[src/rtl/cache_types_pkg.sv]
`default_nettype none
// cache_types_pkg: widths, line/beat types and adaptor state encoding shared by
// the cache-line adaptor and its interface.
package cache_types_pkg;

  localparam int LINE_WIDTH    = 256;
  localparam int BURST_WIDTH   = 64;
  localparam int BURST_LEN     = LINE_WIDTH / BURST_WIDTH;
  localparam int OFFSET_BITS   = 5;
  localparam int CNT_BITS      = $clog2(BURST_LEN);
  localparam int BEAT_SHIFT    = $clog2(BURST_WIDTH);
  localparam int LINE_IDX_BITS = $clog2(LINE_WIDTH);

  localparam logic [31:0] LINE_ADDR_MASK = ~((32'd1 << OFFSET_BITS) - 32'd1);

  typedef logic [LINE_WIDTH-1:0]  line_t;
  typedef logic [BURST_WIDTH-1:0] beat_t;
  typedef logic [31:0]            addr_t;

  typedef enum logic [1:0] {
    ST_IDLE        = 2'd0,
    ST_READ_BURST  = 2'd1,
    ST_WRITE_BURST = 2'd2,
    ST_DONE        = 2'd3
  } adaptor_state_e;

endpackage
`default_nettype wire

[src/rtl/cacheline_adaptor_if.sv]
`default_nettype none
// cacheline_adaptor_if: L2 line port plus burst memory port; master is the
// adaptor, slave is the surrounding L2/memory environment.
interface cacheline_adaptor_if;
  import cache_types_pkg::*;

  logic  line_read;
  logic  line_write;
  addr_t line_address;
  line_t line_wdata;
  line_t line_rdata;
  logic  line_resp;

  logic  pmem_read;
  logic  pmem_write;
  addr_t pmem_address;
  beat_t pmem_wdata;
  beat_t pmem_rdata;
  logic  pmem_resp;

  modport master (
    input  line_read, line_write, line_address, line_wdata, pmem_rdata, pmem_resp,
    output line_rdata, line_resp, pmem_read, pmem_write, pmem_address, pmem_wdata
  );

  modport slave (
    output line_read, line_write, line_address, line_wdata, pmem_rdata, pmem_resp,
    input  line_rdata, line_resp, pmem_read, pmem_write, pmem_address, pmem_wdata
  );

endinterface
`default_nettype wire

[src/rtl/cacheline_adaptor.sv]
`default_nettype none
// cacheline_adaptor: buffers one 256-bit cache line and moves it to/from burst
// memory as four 64-bit beats, beat 0 = line bits [63:0].
module cacheline_adaptor
  import cache_types_pkg::*;
(
  input  logic                clk,
  input  logic                rst,
  cacheline_adaptor_if.master bus
);

  adaptor_state_e           state_q;
  logic [CNT_BITS-1:0]      cnt_q;
  line_t                    buf_q;
  addr_t                    addr_q;
  logic [LINE_IDX_BITS-1:0] beat_lsb;
  logic                     last_beat;

  assign beat_lsb  = {cnt_q, {BEAT_SHIFT{1'b0}}};
  assign last_beat = (cnt_q == CNT_BITS'(BURST_LEN - 1));

  always_ff @(posedge clk or negedge rst) begin
    if (!rst) begin
      state_q <= ST_IDLE;
      cnt_q   <= '0;
      buf_q   <= '0;
      addr_q  <= '0;
    end else begin
      unique case (state_q)
        ST_IDLE: begin
          // Read has priority when both requests arrive together.
          if (bus.line_read) begin
            addr_q  <= bus.line_address & LINE_ADDR_MASK;
            cnt_q   <= '0;
            state_q <= ST_READ_BURST;
          end else if (bus.line_write) begin
            addr_q  <= bus.line_address & LINE_ADDR_MASK;
            buf_q   <= bus.line_wdata;
            cnt_q   <= '0;
            state_q <= ST_WRITE_BURST;
          end
        end
        ST_READ_BURST: begin
          if (bus.pmem_resp) begin
            buf_q[beat_lsb +: BURST_WIDTH] <= bus.pmem_rdata;
            cnt_q                          <= cnt_q + 1'b1;
            if (last_beat) state_q <= ST_DONE;
          end
        end
        ST_WRITE_BURST: begin
          if (bus.pmem_resp) begin
            cnt_q <= cnt_q + 1'b1;
            if (last_beat) state_q <= ST_DONE;
          end
        end
        ST_DONE: state_q <= ST_IDLE;
        default: state_q <= ST_IDLE;
      endcase
    end
  end

  // Request and completion strobes come straight from the state register.
  assign bus.pmem_read    = (state_q == ST_READ_BURST);
  assign bus.pmem_write   = (state_q == ST_WRITE_BURST);
  assign bus.line_resp    = (state_q == ST_DONE);
  assign bus.pmem_address = addr_q;
  assign bus.pmem_wdata   = buf_q[beat_lsb +: BURST_WIDTH];
  assign bus.line_rdata   = buf_q;

endmodule
`default_nettype wire

[src/flat_wrapper.sv]
// flat-port wrapper written by rule: the top's interface ports become plain ports
module cacheline_adaptor_flat import cache_types_pkg::*;
  (clk, rst, bus_line_read, bus_line_write, bus_line_address, bus_line_wdata, bus_pmem_rdata, bus_pmem_resp, bus_line_rdata, bus_line_resp, bus_pmem_read, bus_pmem_write, bus_pmem_address, bus_pmem_wdata);
  cacheline_adaptor_if bus_i ();
  input  logic clk;
  input  logic rst;
  input wire logic [$bits(bus_i.line_read)-1:0] bus_line_read;
  input wire logic [$bits(bus_i.line_write)-1:0] bus_line_write;
  input wire logic [$bits(bus_i.line_address)-1:0] bus_line_address;
  input wire logic [$bits(bus_i.line_wdata)-1:0] bus_line_wdata;
  input wire logic [$bits(bus_i.pmem_rdata)-1:0] bus_pmem_rdata;
  input wire logic [$bits(bus_i.pmem_resp)-1:0] bus_pmem_resp;
  output wire logic [$bits(bus_i.line_rdata)-1:0] bus_line_rdata;
  output wire logic [$bits(bus_i.line_resp)-1:0] bus_line_resp;
  output wire logic [$bits(bus_i.pmem_read)-1:0] bus_pmem_read;
  output wire logic [$bits(bus_i.pmem_write)-1:0] bus_pmem_write;
  output wire logic [$bits(bus_i.pmem_address)-1:0] bus_pmem_address;
  output wire logic [$bits(bus_i.pmem_wdata)-1:0] bus_pmem_wdata;
  assign bus_i.line_read = bus_line_read;
  assign bus_i.line_write = bus_line_write;
  assign bus_i.line_address = bus_line_address;
  assign bus_i.line_wdata = bus_line_wdata;
  assign bus_i.pmem_rdata = bus_pmem_rdata;
  assign bus_i.pmem_resp = bus_pmem_resp;
  assign bus_line_rdata = bus_i.line_rdata;
  assign bus_line_resp = bus_i.line_resp;
  assign bus_pmem_read = bus_i.pmem_read;
  assign bus_pmem_write = bus_i.pmem_write;
  assign bus_pmem_address = bus_i.pmem_address;
  assign bus_pmem_wdata = bus_i.pmem_wdata;
  cacheline_adaptor u_core (.clk(clk), .rst(rst), .bus(bus_i));
endmodule
[config.mk]
export PLATFORM = sky130hd
export DESIGN_NAME = cacheline_adaptor_flat
export DESIGN_NICKNAME = d
export VERILOG_FILES = /design/src/rtl/cache_types_pkg.sv /design/src/rtl/cacheline_adaptor_if.sv /design/src/rtl/cacheline_adaptor.sv /design/src/flat_wrapper.sv
export SDC_FILE = /design/constraint.sdc
export NUM_CORES = 1
export LEC_CHECK = 0
export ABC_AREA = 0
export CELL_PAD_IN_SITES_DETAIL_PLACEMENT = 0
export CELL_PAD_IN_SITES_GLOBAL_PLACEMENT = 2
export CORE_AREA = 4 4 274 276
export CTS_BUF_LIST = sky130_fd_sc_hd__clkbuf_2 sky130_fd_sc_hd__clkbuf_4 sky130_fd_sc_hd__clkbuf_8
export CTS_CLUSTER_SIZE = 12
export DETAILED_ROUTE_END_ITERATION = 10
export DIE_AREA = 0 0 278 280
export GPL_TIMING_DRIVEN = 0
export PLACE_DENSITY = 0.72
export SYNTH_ARGS = -nofsm -noshare
export SYNTH_HDL_FRONTEND = slang
export SYNTH_SLANG_ARGS = --single-unit
[constraint.sdc]
create_clock -name clk -period 2.6 [get_ports clk]
set_input_delay 0.52 -clock clk [delete_from_list [all_inputs] [get_ports clk]]
set_output_delay 0.52 -clock clk [all_outputs]
set_load 0.02 [all_outputs]
# --- After elaboration in Yosys (flattened, before gate mapping) ---
# Index checks and enable logic that the tools add are counted.
op_classes:
  addsub: 2
  mul: 0
  n_div: 0
  n_lt_le_gt_ge: 0
  n_eq_ne: 10
  shifts: 3
  n_mux: 16
  n_bitwise: 0
  reduce_logical: 9
ops:
  columns: ["operator", "count"]
  rows:
  - ["two-way mux 256 bit", 3]
  - ["case mux 256 bit (2 select lines)", 1]
  - ["bitwise mux 256 bit", 1]
  - ["variable shift 64 x 10 -> 256 bit (first input constant)", 1]
  - ["variable part select 256 x 9 -> 64 bit", 1]
  - ["variable part select 64 x 10 -> 256 bit", 1]
  - ["two-way mux 32 bit", 2]
  - ["two-way mux 2 bit", 7]
  - ["negation 8 -> 10 bit", 1]
  - ["== test 2 bit (second input constant)", 3]
  - ["!= test 2 bit (second input constant)", 3]
  - ["case mux 2 bit (3 select lines)", 1]
  - ["AND reduction 3 bit", 2]
  - ["nonzero test 2 bit", 3]
  - ["!= test 2 x 1 -> 1 bit (second input constant)", 2]
  - ["case mux 2 bit (2 select lines)", 1]
  - ["AND reduction 4 bit", 1]
  - ["!= test 3 bit (second input constant)", 1]
  - ["adder 2 x 1 -> 2 bit (second input constant)", 1]
  - ["== test 2 x 1 -> 1 bit (second input constant)", 1]
  - ["logical NOT 2 bit", 1]
  - ["AND reduction 2 bit", 1]
  - ["OR reduction 2 bit", 1]
word_totals:
  ff_bits: 292
  latch_bits: 0
  ram_bits: 0
  mem_bits_ro: 0
  in_bits: 357
  memories: 0

# --- Logic depth before layout (Yosys ltp) ---
# Gate-level depths: netlist of the first run.
depth:
  ltp_word: 5
  mapped_depth: 9
  depth_no_buf: 5

# --- Least setup slack after synthesis of the first run ---
# Ideal clock, no wire load.
synth_timing:
  path_type: "reg-to-reg"
  from: "reg u_core.cnt_q[1]"
  to: "reg u_core.buf_q[100] (netlist: u_core.bus.line_rdata[100])"
  setup_ps: 125
  t_arrival_ps: 2554
  required_time_ps: 2475
  slack_ps: -79
  stages_incl_launch_ff: 10
  n_path_buf: 4
  period_less_slack_ps: 2679
  cell_sequence: "dfrtp_1 clkbuf_1 buf_1 inv_1 ha_1 and2_1 buf_1 clkbuf_1 a32o_1 mux2_2"
synth_via:
  elab_chain_len: 5
  elab_cells_between_ends: 6
  cone_classes: "add/sub: 1; shift: 2; mux: 3"
synth_lines:
  columns: ["element", "line", "text"]
  rows:
  - ["start, declared", "cacheline_adaptor.sv:13", "logic [CNT_BITS-1:0] cnt_q;"]
  - ["start signal, assigned", "cacheline_adaptor.sv:46", "cnt_q <= cnt_q + 1'b1;"]
  - ["start signal, assigned", "cacheline_adaptor.sv:52", "cnt_q <= cnt_q + 1'b1;"]
  - ["negation 8 -> 10 bit *", "cacheline_adaptor.sv:45", "buf_q[beat_lsb +: BURST_WIDTH] <= bus.pmem_rdata;"]
  - ["variable part select 64 x 10 -> 256 bit or variable shift 64 x 10 -> 256 bit (tied branches)", "cacheline_adaptor.sv:45", null]
  - ["bitwise mux 256 bit *", "cacheline_adaptor.sv:45", null]
  - ["two-way mux 256 bit *", "cacheline_adaptor.sv:44", "if (bus.pmem_resp) begin"]
  - ["case mux 256 bit (2 select lines) *", "cacheline_adaptor.sv:29", "unique case (state_q)"]
  - ["end signal, assigned", "cacheline_adaptor.sv:38", "buf_q <= bus.line_wdata;"]
  - ["end signal, assigned by index", "cacheline_adaptor.sv:45", null]
  - ["end, declared", "cacheline_adaptor.sv:14", "line_t buf_q;"]
# Mark *: on every way between the ends. The rest lies on a longest branch, timed or not. The select of a mux whose other input is x is not followed.
# A chain may end at the register's enable or synchronous reset.

# --- Worst setup path after layout of the first run ---
layout_timing:
  from: "reg u_core.cnt_q[0]"
  to: "out bus_pmem_wdata[23]"
layout_via:
  elab_chain_len: 1
layout_lines:
  columns: ["element", "line", "text"]
  rows:
  - ["variable part select 256 x 9 -> 64 bit", "cacheline_adaptor.sv:67", "assign bus.pmem_wdata = buf_q[beat_lsb +: BURST_WIDTH];"]
  - ["end, declared", "flat_wrapper.sv:18", "output wire logic [$bits(bus_i.pmem_wdata)-1:0] bus_pmem_wdata;"]
# Every way passes these cells.

==> metrics.md, run 1 <==
| Metric | Value |
|---|---|
| Final critical-path required period | 2.74 ns |
| Synth Instances | 1341 |
| Post-synth top cells | dfrtp_1, mux2_2, inv_1 |
| Fillers | 7183 |
| Worst Path Required | 2.08 ns |
| Routed WL | 92600 um |
| Hold slack | 0.476 ns |
| Dominant synthesized flop cell | dfrtp_1 |
| Die height | 280 um |
| GRT overflow | 0 |
| Synth area leader | dfrtp_1 |
| Post-synth EDFFs | 0 |
| First-pass GRT wire length | 126000 um |
| Post-detail-place hpwl | 68100 um |
| Pwr per Cell Area | 1550 mW/mm2 |
| Final Hold Vio Count | 0 |
| TNS Setup | -2.89 ns |
| RD Place Congestion | 0.895 |
| Outcome | complete, but fails checks |
| Synthesis-to-finish area growth | 65.3% |
| Max Root-Sink Buffers | 3 |
| DRC | 0 |
| Reg-to-reg slack, setup | 0.05 ns |
| Die span in x | 278 um |
| Hold WC Path Type | in -> reg |
| Core Rows | 99 |
| Leak | 11.3 nW |
| Fmax achieved | 365 MHz |
| Slew margin rel. | 45.2% |
| Slew Limit Fails | 0 |
| Total CTS buffers | 57 |
| Mapped Area | 0.0164 mm2 |
| Maxcap violations | 0 |
| Die area | 0.0778 mm2 |
| Setup violators final | 62 |
| Reg2reg end | u_core.bus.line_rdata[119] |
| Worst slew pin tran | 0.823 ns |
| Top Ports | 712 |
| Number of synthesized register bits | 287 |
| Tcrit/Tclk final | 105% |
| CTS sink count | 287 |
| H-tree Lvls | 2 |
| Worst reg-to-reg path cell count | 11 |
| Core area | 0.0726 mm2 |
| Library cells used by synthesis | 29 |
| IO Port Bufs | 701 |
| Post-route ant nets | 0 |
| Largest net degree at the start of global routing | 112 |
| Hold_sp | bus_line_address[24] |
| PnR Total Power | 0.0418 W |
| Layout cells sized above 1 | 31.6% |
| Failing checks | setup timing |
| Crit path max fanout | 10 |
| Clk root buf | clkbuf_8 |
| Crit path DAT | 2.22 ns |
| Maximum vdd drop | 0.785 mV |
| Vias in the first global route | 16500 |
| Max Clock Skew | 0.0254 ns |
| Vias after detailed routing | 15800 |
| CP endpoint kind | primary output |
| Crit path launch type | flop |
| DR pass1 iterations | 5 |
| Worst slack at placement | -2.03 ns |
| Vias/cell | 4.99 |
| Reg2reg start | u_core.cnt_q[1] |
| Most frequent cell after synthesis | dfrtp_1 |
| Syn avg cell area | 12.2 um2 |
| 1st-iter DRT viols | 929 |
| Clk Latency, worst-skew pair | 0.65 ns |
| YS warnings | 0 |
| Wire length per cell | 29.3 um |
| Reg clk slew, reported paths | 0.06 ns |
| Top cell type's share of synthesized area | 43.9% |
| Initial antenna violation count | 22 |
| Main area contributors after synthesis | dfrtp_1, mux2_2, mux4_2 |
| Nets@finish | 2526 |
| RSZ-0062 raised after global routing | true |
| CTS tree | built |
| Hold path depth | 2 |
| Sequential fraction of the synthesis area | 43.9% |
| WS Path Type | reg -> out |
| All-Layer GR Usage | 22.1% |
| End of the worst hold path | u_core.bus.pmem_address[24] |
| Final worst slack | -0.141 ns |
| Async SR Flop Fraction | 100% |
| Starting Density | 22.5% |
## repair_timing
item,in CTS,in global routing
pin swaps,4,9
hold endpoints to repair,92,0
cloned,0,13
setup endpoints to repair,321,312
hold buffers,1,0
setup buffers,25,21
resized for setup,448,156
## through the flow
step                util (%)  std cells  instance area [um2]
finish                  37.3       3164                27000
detailed placement      34.0       3007                24700
CTS                     36.1       3117                26200
global placement        33.9       3005                24600
global route            37.2       3161                27000
floorplan                  -       1345                16400
## worst max-delay path: stages, from the launching register on
cell and delay (ns):
dfrtp_2 0.40, buf_12 0.19, buf_12 0.18, mux4_2 0.51
clkdlybuf4s15_2 0.27
## worst max path at each step
| stage | to | slack [ns] | startpoint |
|---|---|---|---|
| 2_1_floorplan | u_core.bus.line_rdata[100] | 0.06 | u_core.cnt_q[1] |
| 3_3_place_gp | u_core.bus.pmem_address[29] | -12.90 | rst |
| 3_5_place_dp | u_core.bus.line_rdata[84] | -2.03 | u_core.cnt_q[1] |
| 4_1_cts | bus_pmem_wdata[34] | -0.22 | u_core.cnt_q[0] |
| 5_1_grt | bus_pmem_wdata[33] | -0.26 | u_core.cnt_q[0] |
| 6_report | bus_pmem_wdata[23] | -0.14 | u_core.cnt_q[0] |
## state kept, by name, indices dropped and copies added, names as in the netlist
| signal | count |
|---|---|
| u_core.cnt_q | 2 |
| u_core.state_q | 2 |
| u_core.bus.line_rdata | 256 |
| u_core.bus.pmem_address | 27 |
## logic make-up after synthesis
kind of cell    Yosys count  synth area share, %
compound gates          269                 15.6
fa+ha+maj                10                0.765
buf+inv                 281                 7.80
flops                   287                 43.9
mux                     350                 28.5
other cells               1               0.0229
simple gates            143                 3.46
## layout make-up
cell class,instances,area [um2],share of cell area (%)
diodes,15,37.5,0.139
multi-input cells,778,8040,29.7
inverters,135,514,1.90
plain buffers,139,1320,4.88
repair buffers,761,7640,28.3
well taps,959,1200,4.44
clock buffers,88,1070,3.95
flip-flops and latches,287,7180,26.6
clock inverters,2,37.5,0.139
## per-layer routing
layer / track usage (%) / vias to the layer above / wire length [um] / share of wire [%]
met5: 0 / - / 66 / 0.071
met4: 6.42 / 10 / 2160 / 2.3
met3: 5.67 / 133 / 6180 / 6.7
met2: 38.3 / 669 / 46200 / 50
met1: 27.3 / 8219 / 38000 / 41
li1: - / 6752 / - / -
## cell usage in the layout, fill, tap and decap left out, types with 15 or more instances in the layout
master and instances:
clkdlybuf4s50_1 633, dfrtp_1 285, mux2_2 261, inv_1 133
nand2_1 132, o32ai_1 127, a32o_1 126, clkbuf_8 72
mux4_2 64, buf_2 51, buf_4 50, buf_6 44
clkbuf_2 37, clkbuf_4 30, buf_12 28, mux2_1 18
diode_2 15
## power breakdown
| group | leakage, nW | switching (W) | total [W] | internal [W] |
|---|---|---|---|---|
| clock network | 0.588 | 0.00210 | 0.00475 | 0.00265 |
| logic | 7.17 | 0.0143 | 0.0278 | 0.0136 |
| registers | 3.50 | 0.00242 | 0.00924 | 0.00682 |
| total | 11.3 | 0.0188 | 0.0418 | 0.0230 |
(Power assumes the default switching activity.)
==> run 2: changes to the inputs <==
--- a/config.mk
+++ b/config.mk
@@ -13,8 +13,7 @@
 export CTS_CLUSTER_SIZE = 12
 export DETAILED_ROUTE_END_ITERATION = 10
 export DIE_AREA = 0 0 278 280
-export GPL_TIMING_DRIVEN = 0
-export PLACE_DENSITY = 0.72
+export PLACE_DENSITY = 0.69
 export SYNTH_ARGS = -nofsm -noshare
 export SYNTH_HDL_FRONTEND = slang
 export SYNTH_SLANG_ARGS = --single-unit
==> constraint.sdc (replaced) <==
create_clock -name clk -period 2.95 [get_ports clk]
set_input_delay 0.59 -clock clk [delete_from_list [all_inputs] [get_ports clk]]
set_output_delay 0.59 -clock clk [all_outputs]
set_load 0.02 [all_outputs]
==> metrics.md, run 2 (synthesized netlist as in run 1, its figures left out) <==
| Metric | Value |
|---|---|
| Outcome | completed (was complete, but fails checks) |
| Max Clock Skew | 0.0222 ns (was 0.0254 ns) |
| Worst slew pin tran | 1.03 ns (was 0.823 ns) |
| Worst slack at placement | 0.152 ns (was -2.03 ns) |
| GRT overflow | 0 (unchanged) |
| Worst reg-to-reg path cell count | 10 (was 11) |
| Die area | 0.0778 mm2 (unchanged) |
| Layout cells sized above 1 | 27.4% (was 31.6%) |
| Commonest cells after routing, fill and taps aside | clkdlybuf4s50_1, dfrtp_1, mux2_2, inv_1, nand2_1 (unchanged) |
| Clk Latency, worst-skew pair | 0.64 ns (was 0.65 ns) |
| CP endpoint kind | flop (was primary output) |
| Final worst slack | 0.0848 ns (was -0.141 ns) |
| Tcrit/Tclk final | 97.1% |
| Crit path launch type | flop (unchanged) |
| Core area | 0.0726 mm2 (unchanged) |
| Reg clk slew, reported paths | 0.06 ns (about the same) |
| Final core utilization | 35.7% (was 37.3%) |
| Reg2reg start | u_core.cnt_q[0] (was u_core.cnt_q[1]) |
| Inst Count DP | 2906 (was 3007) |
| Maxcap violations | 0 (unchanged) |
| Nets@finish | 2387 (was 2526) |
| Fmax achieved | 349 MHz |
| 1st-iter DRT viols | 962 (was 929) |
| CTS sink count | 287 (unchanged) |
| Commonest non-fill, non-tap cell in the layout | clkdlybuf4s50_1 (unchanged) |
| Slew margin rel. | 31.7% (was 45.2%) |
| Vias after detailed routing | 14900 (was 15800) |
| Setup violators final | 0 (was 62) |
| Initial antenna violation count | 12 (was 22) |
| Worst Path Required | 3.47 ns (was 2.08 ns) |
| Total CTS buffers | 56 (was 57) |
| RD Place Congestion | 0.822 (was 0.895) |
| Die height | 280 um (unchanged) |
| Slew Limit Fails | 0 (unchanged) |
| Reg-to-reg slack, setup | 0.08 ns (was 0.05 ns) |
| Post-Layout Cell Count | 3031 (was 3164) |
| Top Ports | 712 (unchanged) |
| Pwr per Cell Area | 1340 mW/mm2 (was 1550 mW/mm2) |
| Wire length per cell | 27.2 um (was 29.3 um) |
| Post-detail-place hpwl | 57500 um (was 68100 um) |
| CTS tree | built (unchanged) |
| Vias in the first global route | 16000 (was 16500) |
| Die span in x | 278 um (unchanged) |
| Vias/cell | 4.91 (was 4.99) |
| Post-route ant nets | 0 (unchanged) |
| Leak | 10.6 nW (was 11.3 nW) |
| Starting Density | 22.5% (unchanged) |
| First-pass GRT wire length | 118000 um (was 126000 um) |
| Crit path max fanout | 67 (was 10) |
| Final critical-path required period | 2.87 ns |
| IO Port Bufs | 701 (unchanged) |
| Clk root buf | clkbuf_8 (unchanged) |
| Hold WC Path Type | in -> async (was in -> reg) |
| Core Rows | 99 (unchanged) |
| RSZ-0062 raised after global routing | true (unchanged) |
| WS Path Type | reg -> reg (was reg -> out) |
| Final Hold Vio Count | 0 (unchanged) |
| PnR Total Power | 0.0347 W (was 0.0418 W) |
| DRC | 0 (unchanged) |
| Synthesis-to-finish area growth | 58.4% (was 65.3%) |
| DR pass1 iterations | 5 (unchanged) |
| Largest net degree at the start of global routing | 77 (was 112) |
| Largest register FFs | 256 (unchanged) |
| Routed WL | 82300 um (was 92600 um) |
| Maximum vdd drop | 0.832 mV (was 0.785 mV) |
| Reg2reg end | u_core.bus.line_rdata[224] (was u_core.bus.line_rdata[119]) |
| Crit path DAT | 3.39 ns (was 2.22 ns) |
| Max Root-Sink Buffers | 3 (unchanged) |
| H-tree Lvls | 2 (unchanged) |
| All-Layer GR Usage | 20.2% (was 22.1%) |
[run 2: changes by cell type in the layout (fill, tap and decap cells not counted), moves of 9 or more]
cell | before | now
buf_6 | 44 | 1
clkbuf_2 | 37 | 1
clkbuf_1 | 14 | 0
buf_4 | 50 | 28
clkbuf_4 | 30 | 21
buf_8 | 10 | 1
clkbuf_16 | 11 | 0
[run 2: layout make-up]
| class | count | area, um2 |
|---|---|---|
| diodes | 7 | 17.5 |
| clock buffers | 99 | 1230 |
| clock inverters | 4 | 50.0 |
| fillers | 7283 | 46700 |
| inverters | 135 | 509 |
| multi-input cells | 777 | 7990 |
| flip-flops and latches | 287 | 7190 |
| well taps | 959 | 1200 |
| repair buffers | 763 | 7730 |
[run 2: metrics by stage]
stage | hold WS (ns) | area (um2) | TNS (ns)
5_1_grt | 0.419 | 25900 | -0.0123
3_3_place_gp | 0.490 | 24600 | 0
6_report | 0.449 | 25900 | 0
4_1_cts | 0.386 | 25900 | -0.00204
3_5_place_dp | 0.492 | 24600 | 0
2_1_floorplan | 0.294 | 16400 | 0
[run 2: how the worst max path moves through the flow]
stage | start | to | cells after the start
4_1_cts | u_core.cnt_q[0] | bus_pmem_wdata[41] | 4
3_3_place_gp | bus_line_read | u_core.bus.line_rdata[254] | 5
2_1_floorplan | u_core.cnt_q[1] | u_core.bus.line_rdata[100] | 9
5_1_grt | u_core.cnt_q[0] | bus_pmem_wdata[2] | 4
6_report | u_core.cnt_q[0] | u_core.bus.line_rdata[224] | 10
3_5_place_dp | bus_line_read | u_core.bus.line_rdata[212] | 5
[run 2: routing by layer]
| metal | GRT usage (%) | wire, um | up-vias |
|---|---|---|---|
| met3 | 5.87 | 6450 | 134 |
| met2 | 34.9 | 41000 | 657 |
| met5 | 0 | 47 | - |
| met4 | 6.46 | 2390 | 8 |
| met1 | 24.4 | 32500 | 7619 |
| li1 | - | - | 6469 |
[run 2: repair_timing]
action | CTS | global route
gates resized for setup | 221 | 10
cloned | 5 | 0
buffers inserted | 9 | 0
endpoints found under the setup margin | 64 | 53
hold endpoints to repair | 35 | 0
hold buffers | 1 | 0
[run 2: worst max-delay path, cell delays in order, from the launching register on]
cell     delay (ns)
dfrtp_4        0.52
buf_12         0.16
buf_12         0.13
buf_16         0.15
buf_4          0.15
inv_1          0.18
ha_2           0.28
and3b_4        0.24
buf_12         0.18
a32o_1         0.34
mux2_1         0.29
[run 2: power breakdown]
part / switching [W] / internal (W)
combinational: 0.0116 / 0.0105
sequential: 0.00195 / 0.00602
clock: 0.00190 / 0.00268
total: 0.0155 / 0.0192
